### config.mk
export PLATFORM = sky130hd
export DESIGN_NAME = lcd_ctrl
export DESIGN_NICKNAME = d
export VERILOG_FILES = /design/src/rtl/lcd_pkg.sv /design/src/rtl/lcd_nibble_tx.sv /design/src/rtl/lcd_ctrl.sv
export SDC_FILE = /design/constraint.sdc
export NUM_CORES = 1
export LEC_CHECK = 0
export BUFFER_PORTS_ARGS = -buffer_cell sky130_fd_sc_hd__buf_2
export CAP_MARGIN = 20
export CORE_MARGIN = 1
export CORE_UTILIZATION = 40
export CTS_BUF_LIST = sky130_fd_sc_hd__clkbuf_8
export CTS_CLUSTER_SIZE = 28
export DETAILED_ROUTE_END_ITERATION = 16
export GPL_ROUTABILITY_DRIVEN = 0
export GPL_TIMING_DRIVEN = 0
export PLACE_DENSITY = 0.56
export SLEW_MARGIN = 10
export SYNTH_ARGS = -nofsm -noshare
export SYNTH_HDL_FRONTEND = slang
export SYNTH_SLANG_ARGS = --single-unit
### constraint.sdc
create_clock -name clk -period 4.1 [get_ports clk]
set_clock_uncertainty 0.1 [all_clocks]
set_input_delay 0.205 -clock clk [delete_from_list [all_inputs] [get_ports clk]]
set_output_delay 0.205 -clock clk [all_outputs]
set_load 0.005 [all_outputs]
### src/rtl/lcd_pkg.sv
// Shared types and constants for the HD44780 4-bit character-LCD controller.
// Holds the state enum, the power-up init ROM and the long-execution opcode list.
package lcd_pkg;

  typedef enum logic [2:0] {
    StPwrWait,
    StInit,
    StIdle,
    StSetup,
    StEnHi,
    StHold,
    StWait,
    StSend
  } state_e;

  // Four 8-bit-mode wake-up nibbles, then function set / display on / entry mode / clear.
  localparam logic [3:0] InitNibbles [4] = '{4'h3, 4'h3, 4'h3, 4'h2};
  localparam logic [7:0] InitBytes   [4] = '{8'h28, 8'h0C, 8'h06, 8'h01};
  localparam logic [3:0] InitLast        = 4'd11;

  localparam logic [7:0] CmdClear   = 8'h01;
  localparam logic [7:0] CmdHome    = 8'h02;
  localparam logic [7:0] CmdHomeAlt = 8'h03;

  function automatic logic is_long_cmd(logic rs, logic [7:0] data);
    return !rs && (data == CmdClear || data == CmdHome || data == CmdHomeAlt);
  endfunction

  function automatic int unsigned max_u(int unsigned a, int unsigned b);
    return (a > b) ? a : b;
  endfunction

endpackage

### src/rtl/lcd_nibble_tx.sv
// Single-nibble strobe engine: SETUP -> EN_HI -> HOLD -> optional WAIT.
// done is high in the last cycle of a nibble so a follow-on start chains with no gap.
module lcd_nibble_tx
  import lcd_pkg::*;
#(
  parameter int unsigned EN_CYC = 3,
  parameter int unsigned CW     = 8
) (
  input  logic          clk,
  input  logic          rst,
  input  logic          start,
  input  logic [3:0]    nibble,
  input  logic          rs,
  input  logic [CW-1:0] wait_cyc,
  output logic          done,
  output logic          lcd_e,
  output logic          lcd_rs,
  output logic [3:0]    lcd_d
);

  state_e        st_q;
  logic [CW-1:0] cnt_q;
  logic [CW-1:0] wait_q;

  assign done = ((st_q == StHold) && (wait_q == '0)) || ((st_q == StWait) && (cnt_q == '0));

  always_ff @(posedge clk or posedge rst) begin
    if (rst) begin
      st_q   <= StIdle;
      cnt_q  <= '0;
      wait_q <= '0;
      lcd_e  <= 1'b0;
      lcd_rs <= 1'b0;
      lcd_d  <= '0;
    end else begin
      case (st_q)
        StSetup: begin
          st_q  <= StEnHi;
          lcd_e <= 1'b1;
          cnt_q <= CW'(EN_CYC - 1);
        end
        StEnHi: begin
          if (cnt_q == '0) begin
            st_q  <= StHold;
            lcd_e <= 1'b0;
          end else begin
            cnt_q <= cnt_q - CW'(1);
          end
        end
        StHold: begin
          if (wait_q != '0) begin
            st_q  <= StWait;
            cnt_q <= wait_q - CW'(1);
          end
        end
        StWait: begin
          if (cnt_q != '0) cnt_q <= cnt_q - CW'(1);
        end
        default: ;
      endcase
      if (done) st_q <= StIdle;
      // lcd_d/lcd_rs only change on a new start, so they hold through idle.
      if (start && (st_q == StIdle || done)) begin
        st_q   <= StSetup;
        lcd_d  <= nibble;
        lcd_rs <= rs;
        wait_q <= wait_cyc;
      end
    end
  end

endmodule

### src/rtl/lcd_ctrl.sv
// HD44780 controller top: power-up wait, init ROM sequencing and host byte handshake.
// Define LCD_CTRL_STATUS_LED_EN to add an active-low status LED port.
module lcd_ctrl
  import lcd_pkg::*;
#(
  parameter int unsigned POWERUP_CYC = 75000,
  parameter int unsigned EN_CYC      = 3,
  parameter int unsigned EXEC_CYC    = 250,
  parameter int unsigned LONG_CYC    = 20500
) (
  input  logic       clk,
  input  logic       rst,
  input  logic       wr_valid,
  output logic       wr_ready,
  input  logic       wr_rs,
  input  logic [7:0] wr_data,
  output logic       init_done,
  output logic       lcd_rs,
  output logic       lcd_rw,
  output logic       lcd_e,
  output logic [3:0] lcd_d
`ifdef LCD_CTRL_STATUS_LED_EN
  ,
  output logic [7:0] led
`endif
);

  localparam int unsigned CW =
      $clog2(max_u(max_u(POWERUP_CYC, EN_CYC), max_u(EXEC_CYC, LONG_CYC)) + 1);

  state_e        state_q;
  logic [CW-1:0] pwr_cnt_q;
  logic [3:0]    idx_q;
  logic [7:0]    byte_q;
  logic          rs_q;
  logic          lo_q;
  logic          wr_ready_q;
  logic          init_done_q;

  logic          tx_done;
  logic          start;
  logic [3:0]    nib;
  logic          nib_rs;
  logic [CW-1:0] nib_wait;
  logic [3:0]    init_idx_nxt;
  logic [7:0]    init_byte;

  // Start is combinational so the first SETUP lands on the accepting edge itself.
  always_comb begin
    start        = 1'b0;
    nib          = wr_data[7:4];
    nib_rs       = wr_rs;
    nib_wait     = '0;
    init_idx_nxt = (state_q == StInit) ? idx_q + 4'd1 : 4'd0;
    init_byte    = InitBytes[2'((init_idx_nxt - 4'd4) >> 1)];
    case (state_q)
      StPwrWait: start = (pwr_cnt_q == CW'(POWERUP_CYC));
      StInit:    start = tx_done && (idx_q != InitLast);
      StIdle:    start = wr_valid && wr_ready_q;
      StSend:    start = tx_done && !lo_q;
      default:   ;
    endcase
    if (state_q == StPwrWait || state_q == StInit) begin
      nib_rs = 1'b0;
      if (init_idx_nxt < 4'd4) begin
        nib      = InitNibbles[init_idx_nxt[1:0]];
        nib_wait = CW'(LONG_CYC);
      end else if (!init_idx_nxt[0]) begin
        nib = init_byte[7:4];
      end else begin
        nib      = init_byte[3:0];
        nib_wait = is_long_cmd(1'b0, init_byte) ? CW'(LONG_CYC) : CW'(EXEC_CYC);
      end
    end else if (state_q == StSend) begin
      nib      = byte_q[3:0];
      nib_rs   = rs_q;
      nib_wait = is_long_cmd(rs_q, byte_q) ? CW'(LONG_CYC) : CW'(EXEC_CYC);
    end
  end

  always_ff @(posedge clk or posedge rst) begin
    if (rst) begin
      state_q     <= StPwrWait;
      pwr_cnt_q   <= '0;
      idx_q       <= '0;
      byte_q      <= '0;
      rs_q        <= 1'b0;
      lo_q        <= 1'b0;
      wr_ready_q  <= 1'b0;
      init_done_q <= 1'b0;
    end else begin
      case (state_q)
        StPwrWait: begin
          if (start) begin
            state_q <= StInit;
            idx_q   <= '0;
          end else begin
            pwr_cnt_q <= pwr_cnt_q + CW'(1);
          end
        end
        StInit: begin
          if (tx_done) begin
            if (idx_q == InitLast) begin
              state_q     <= StIdle;
              wr_ready_q  <= 1'b1;
              init_done_q <= 1'b1;
            end else begin
              idx_q <= idx_q + 4'd1;
            end
          end
        end
        StIdle: begin
          if (start) begin
            state_q    <= StSend;
            byte_q     <= wr_data;
            rs_q       <= wr_rs;
            lo_q       <= 1'b0;
            wr_ready_q <= 1'b0;
          end
        end
        StSend: begin
          if (tx_done) begin
            if (lo_q) begin
              state_q    <= StIdle;
              wr_ready_q <= 1'b1;
            end else begin
              lo_q <= 1'b1;
            end
          end
        end
        default: state_q <= StIdle;
      endcase
    end
  end

  lcd_nibble_tx #(
    .EN_CYC (EN_CYC),
    .CW     (CW)
  ) u_tx (
    .clk      (clk),
    .rst      (rst),
    .start    (start),
    .nibble   (nib),
    .rs       (nib_rs),
    .wait_cyc (nib_wait),
    .done     (tx_done),
    .lcd_e    (lcd_e),
    .lcd_rs   (lcd_rs),
    .lcd_d    (lcd_d)
  );

  assign wr_ready  = wr_ready_q;
  assign init_done = init_done_q;
  assign lcd_rw    = 1'b0;

`ifdef LCD_CTRL_STATUS_LED_EN
  always_ff @(posedge clk or posedge rst) begin
    if (rst) begin
      led <= 8'hFF;
    end else begin
      led <= {5'b11111, ~lcd_e, (state_q == StIdle), ~init_done_q};
    end
  end
`endif

endmodule

==> results.py <==
metrics = {
    "timing": {
        "holdWs_ns": 0.00839,
        "fin_tns_setup_ns": 0,
        "post-route-period-util_pct": 74.0,
        "worst_pin_slew_ns": 0.739,
        "period_needed_ns": 3.03,
        "rsz0062_at_grt": "no",
        "maxSlewViolCount": 0,
        "slew_headroom_pct": 50.4,
        "max_freq_ghz": 0.330,
        "finalWorstSetupSlack_ns": 1.07,
        "finalSetupViolCount": 0,
        "hold_viol_final": 0,
    },
    "finish": {
        "diodes": 0,
        "regArea_um2": 1630,
        "nets": 433,
        "drive_gt1_share_pct": 16.0,
        "multi_input_area_um2": 1860,
        "synthToLayoutAreaGrowth_pct": 14.8,
        "fillers": 828,
    },
    "synth": {
        "yosysWarnings": 0,
        "synth_edf_count": 0,
        "synth_compound_area_share_pct": 17.8,
        "synth_nets": 395,
        "synthArstFlopShare_pct": 100,
        "syn_area_per_cell_um2": 9.59,
        "syn_area_um2": 3610,
        "synth-seq-cells": 65,
        "synth_top_family_by_area": "simple AND/OR/NAND/NOR gates",
        "synth_fa_ha_area_share_pct": 2.43,
        "ys_seq_area_share_pct": 45.1,
        "synth_cell_type_count": 64,
        "synthCells": 376,
        "synthMuxAreaShare_pct": 6.94,
        "synthFlopType": "dfrtp_1",
        "synthXorXnorAreaFrac_pct": 4.13,
        "synthSimpleGateAreaFrac_pct": 20.3,
    },
    "setup_path": {
        "crit_type": "reg2reg",
        "cp-startpoint": "u_tx.st_q[2]$_DFFE_PP0P_",
        "worst_setup_path_start_kind": "flop",
        "cp.required_ns": 4.24,
        "reg2reg_from": "u_tx.st_q[2]$_DFFE_PP0P_",
        "arrival_ns": 3.17,
        "cp_max_fo": 10,
        "end_kind": "flop",
    },
    "die": {
        "core_um2": 8720,
        "io_pins": 21,
        "start_util_pct": 41.3,
        "row_count": 34,
        "chipWidth_um": 96.9,
        "fp.dieH_um": 96.9,
        "fp.dieArea_um2": 9400,
    },
    "cts": {
        "cts_root_buf": "clkbuf_8",
        "cts_tree": "done",
        "ctsHtreeMaxLevel": 3,
        "post_cts_resized": 0,
        "clk_pin_slew_worst_paths_ns": 0.07,
        "numCtsBuffers": 9,
        "clockBufferDepth": 2,
        "clock_latency_ns": 0.35,
        "numClockSinks": 65,
    },
    "min_path": {
        "hp-class": "in2reg",
        "hold_path.startpoint": "wr_data[4]",
    },
    "routing": {
        "routed-via-count": 2926,
        "met3WireLength_um": 321,
        "wl_met2_um": 3820,
        "vias_per_cell": 5.56,
        "wirelength_um": 8140,
        "wl_per_cell_um": 15.5,
        "maxUsedRoutingLayer": "met4",
        "ant_nets": 0,
        "dr.first_iter.drc_count": 108,
        "drcViolationCount": 0,
        "wl_met1_um": 3880,
        "drt_pre_antenna_iters": 4,
    },
    "run": {
        "maxCapViolations": 0,
    },
    "pwr": {
        "switching_power_uw": 338,
        "powerDensity_nw_per_um2": 340,
        "internal_power_uw": 1070,
        "combPwrFrac_pct": 8.0,
        "swShare_pct": 24.0,
        "power_frac_seq_pct": 52.1,
        "leakage_uw": 0.00188,
        "power.total_uw": 1410,
        "worst_ir_drop_vdd_mv": 0.247,
        "pwr-share-clk_pct": 39.9,
    },
    "place": {
        "port_buffers": 19,
        "dp_hpwl_um": 5760,
        "dpl_worst_slack_ns": 1.12,
    },
    "global_route": {
        "grt_max_degree": 51,
        "grt_pass1_wl_um": 14100,
        "grt_pass1_vias": 2945,
        "grt_overflow": 0,
        "antenna_found_initial": 0,
        "grt_usage_pct": 18.5,
    },
    "run_status": {
        "outcome": "finished, final reports clean",
    },
}
[cell type report]
class / instances / area share (%)
plain buffers: 14 / 1.57
clock buffers: 11 / 3.66
clock inverters: 4 / 1.27
inverters: 13 / 1.24
multi-input cells: 284 / 45.0
flip-flops and latches: 65 / 39.3
well taps: 108 / 3.26
repair buffers: 27 / 4.65
[metrics by stage]
| stage | area (um^2) | utilization [%] | instances |
|---|---|---|---|
| 3_5_place_dp | 3870 | 44.3 | 504 |
| 5_1_grt | 4140 | 47.5 | 526 |
| 2_1_floorplan | 3610 | - | 376 |
| 6_report | 4140 | 47.5 | 526 |
| 3_3_place_gp | 3840 | 44.0 | 503 |
| 4_1_cts | 4140 | 47.5 | 526 |
[cell families after synthesis]
family | count (synthesis)
and+or+nand+nor | 144
xor gates and xnor gates | 17
AOI/OAI and AO/OA | 93
buffers and inverters | 27
DFF | 65
other | 1
muxes | 22
adders and majority gates | 7
[flip-flops by register name (all words and copies together), names as in the netlist]
| name | flops |
|---|---|
| lo_q | 1 |
| rs_q | 1 |
| state_q | 3 |
| byte_q | 8 |
| u_tx.lcd_e | 1 |
| u_tx.lcd_rs | 1 |
| u_tx.lcd_d | 4 |
| u_tx.st_q | 3 |
| u_tx.cnt_q | 17 |
| idx_q | 4 |
| u_tx.wait_q | 3 |
| wr_ready | 1 |
| pwr_cnt_q | 17 |
| init_done | 1 |
[Yosys cell counts (2+ instances only)]
library cell   n  area [um^2]
and2_0         2         12.5
ha_1           7         87.6
nor2b_1        7         43.8
dfrtp_1       64         1600
o311ai_0       3         26.3
o21ai_0       26          130
xor2_1         6         52.6
or4_1          3         22.5
nor2_1        29          109
nand3b_1       2         15.0
or3_1          5         31.3
o22ai_1        4         25.0
nor4b_1        2         17.5
xnor2_1       11         96.3
mux2i_1        4         40.0
o32a_1         3         30.0
nand3_1       13         65.1
nor4_1         6         37.5
o21bai_1       2         15.0
a21o_1         5         37.5
mux2_2        16          180
a22o_1         5         43.8
and2_1         2         12.5
inv_1         13         48.8
mux2_4         2         30.0
o41ai_1        3         26.3
and3_1         3         18.8
nor3_1         6         30.0
o32ai_1        2         17.5
o211ai_1       4         30.0
a31oi_1        3         18.8
clkbuf_1      11         41.3
or2_2          2         12.5
a32o_1         2         20.0
o31ai_1        3         22.5
nand2_1       43          161
a21oi_1       14         70.1
nand2b_1       5         31.3
a211oi_1       2         15.0
nand4_1        6         37.5
o21ai_1        2         10.0
[power by group through the flow]
stage / combinational (uW) / clock [uW] / sequential (uW)
after CTS: 116 / 579 / 734
after global placement: 104 / 0 / 744
after detailed placement: 110 / 0 / 746
after floorplan: 82.7 / 0 / 734
final: 113 / 562 / 733
after global routing: 127 / 608 / 741
[worst max-delay path, stage by stage, from the launching register on]
cell and delay, ns:
dfrtp_1 0.43, nand2b_1 0.23, clkbuf_1 0.43, mux2i_1 0.26, ha_1 0.25, inv_1 0.08, a2111o_1 0.43, nor3_1 0.34
o21ai_0 0.14, a32o_1 0.23
[final timing paths]
path	to	slack [ns]	cells past startpoint
min in group asynchronous	u_tx.cnt_q[0]$_DFFE_PP0P_	0.24	3
max	u_tx.cnt_q[16]$_DFFE_PP0P_	1.07	9
max in group asynchronous	u_tx.st_q[1]$_DFFE_PP1P_	3.10	4
min reg2reg	pwr_cnt_q[5]$_DFFE_PP0P_	0.37	1
min	byte_q[4]$_DFFE_PP0P_	0.008	2
max reg2reg	u_tx.cnt_q[16]$_DFFE_PP0P_	1.07	9
[metal layers]
| metal | GRT usage (%) | vias to the layer above |
|---|---|---|
| met3 | 5.13 | 11 |
| met4 | 5.74 | 0 |
| li1 | - | 1448 |
| met1 | 23.8 | 1409 |
| met2 | 30.1 | 58 |
| met5 | 0 | - |
[repair_timing]
action | CTS | global route
hold buffers | 7 | 0
endpoints found under the hold margin | 22 | 0
endpoints found under the setup margin | 0 | 0
setup buffers | 0 | 0
[layout by cell type, fill, tap and decap left out, drive strengths merged, types with 5 or more instances in the layout]
cell type / count
dfrtp: 64
nand2: 43
nor2: 29
o21ai: 29
buf: 23
clkbuf: 22
mux2: 18
a21oi: 15
nand3: 14
inv: 13
xnor2: 11
nor2b: 7
ha: 7
dlygate4sd3: 7
nor4: 6
nor3: 6
nand4: 6
xor2: 6
or3: 6
nand2b: 5
a22o: 5
a21o: 5
o311ai: 5
Power figures use the tool's default switching activity.
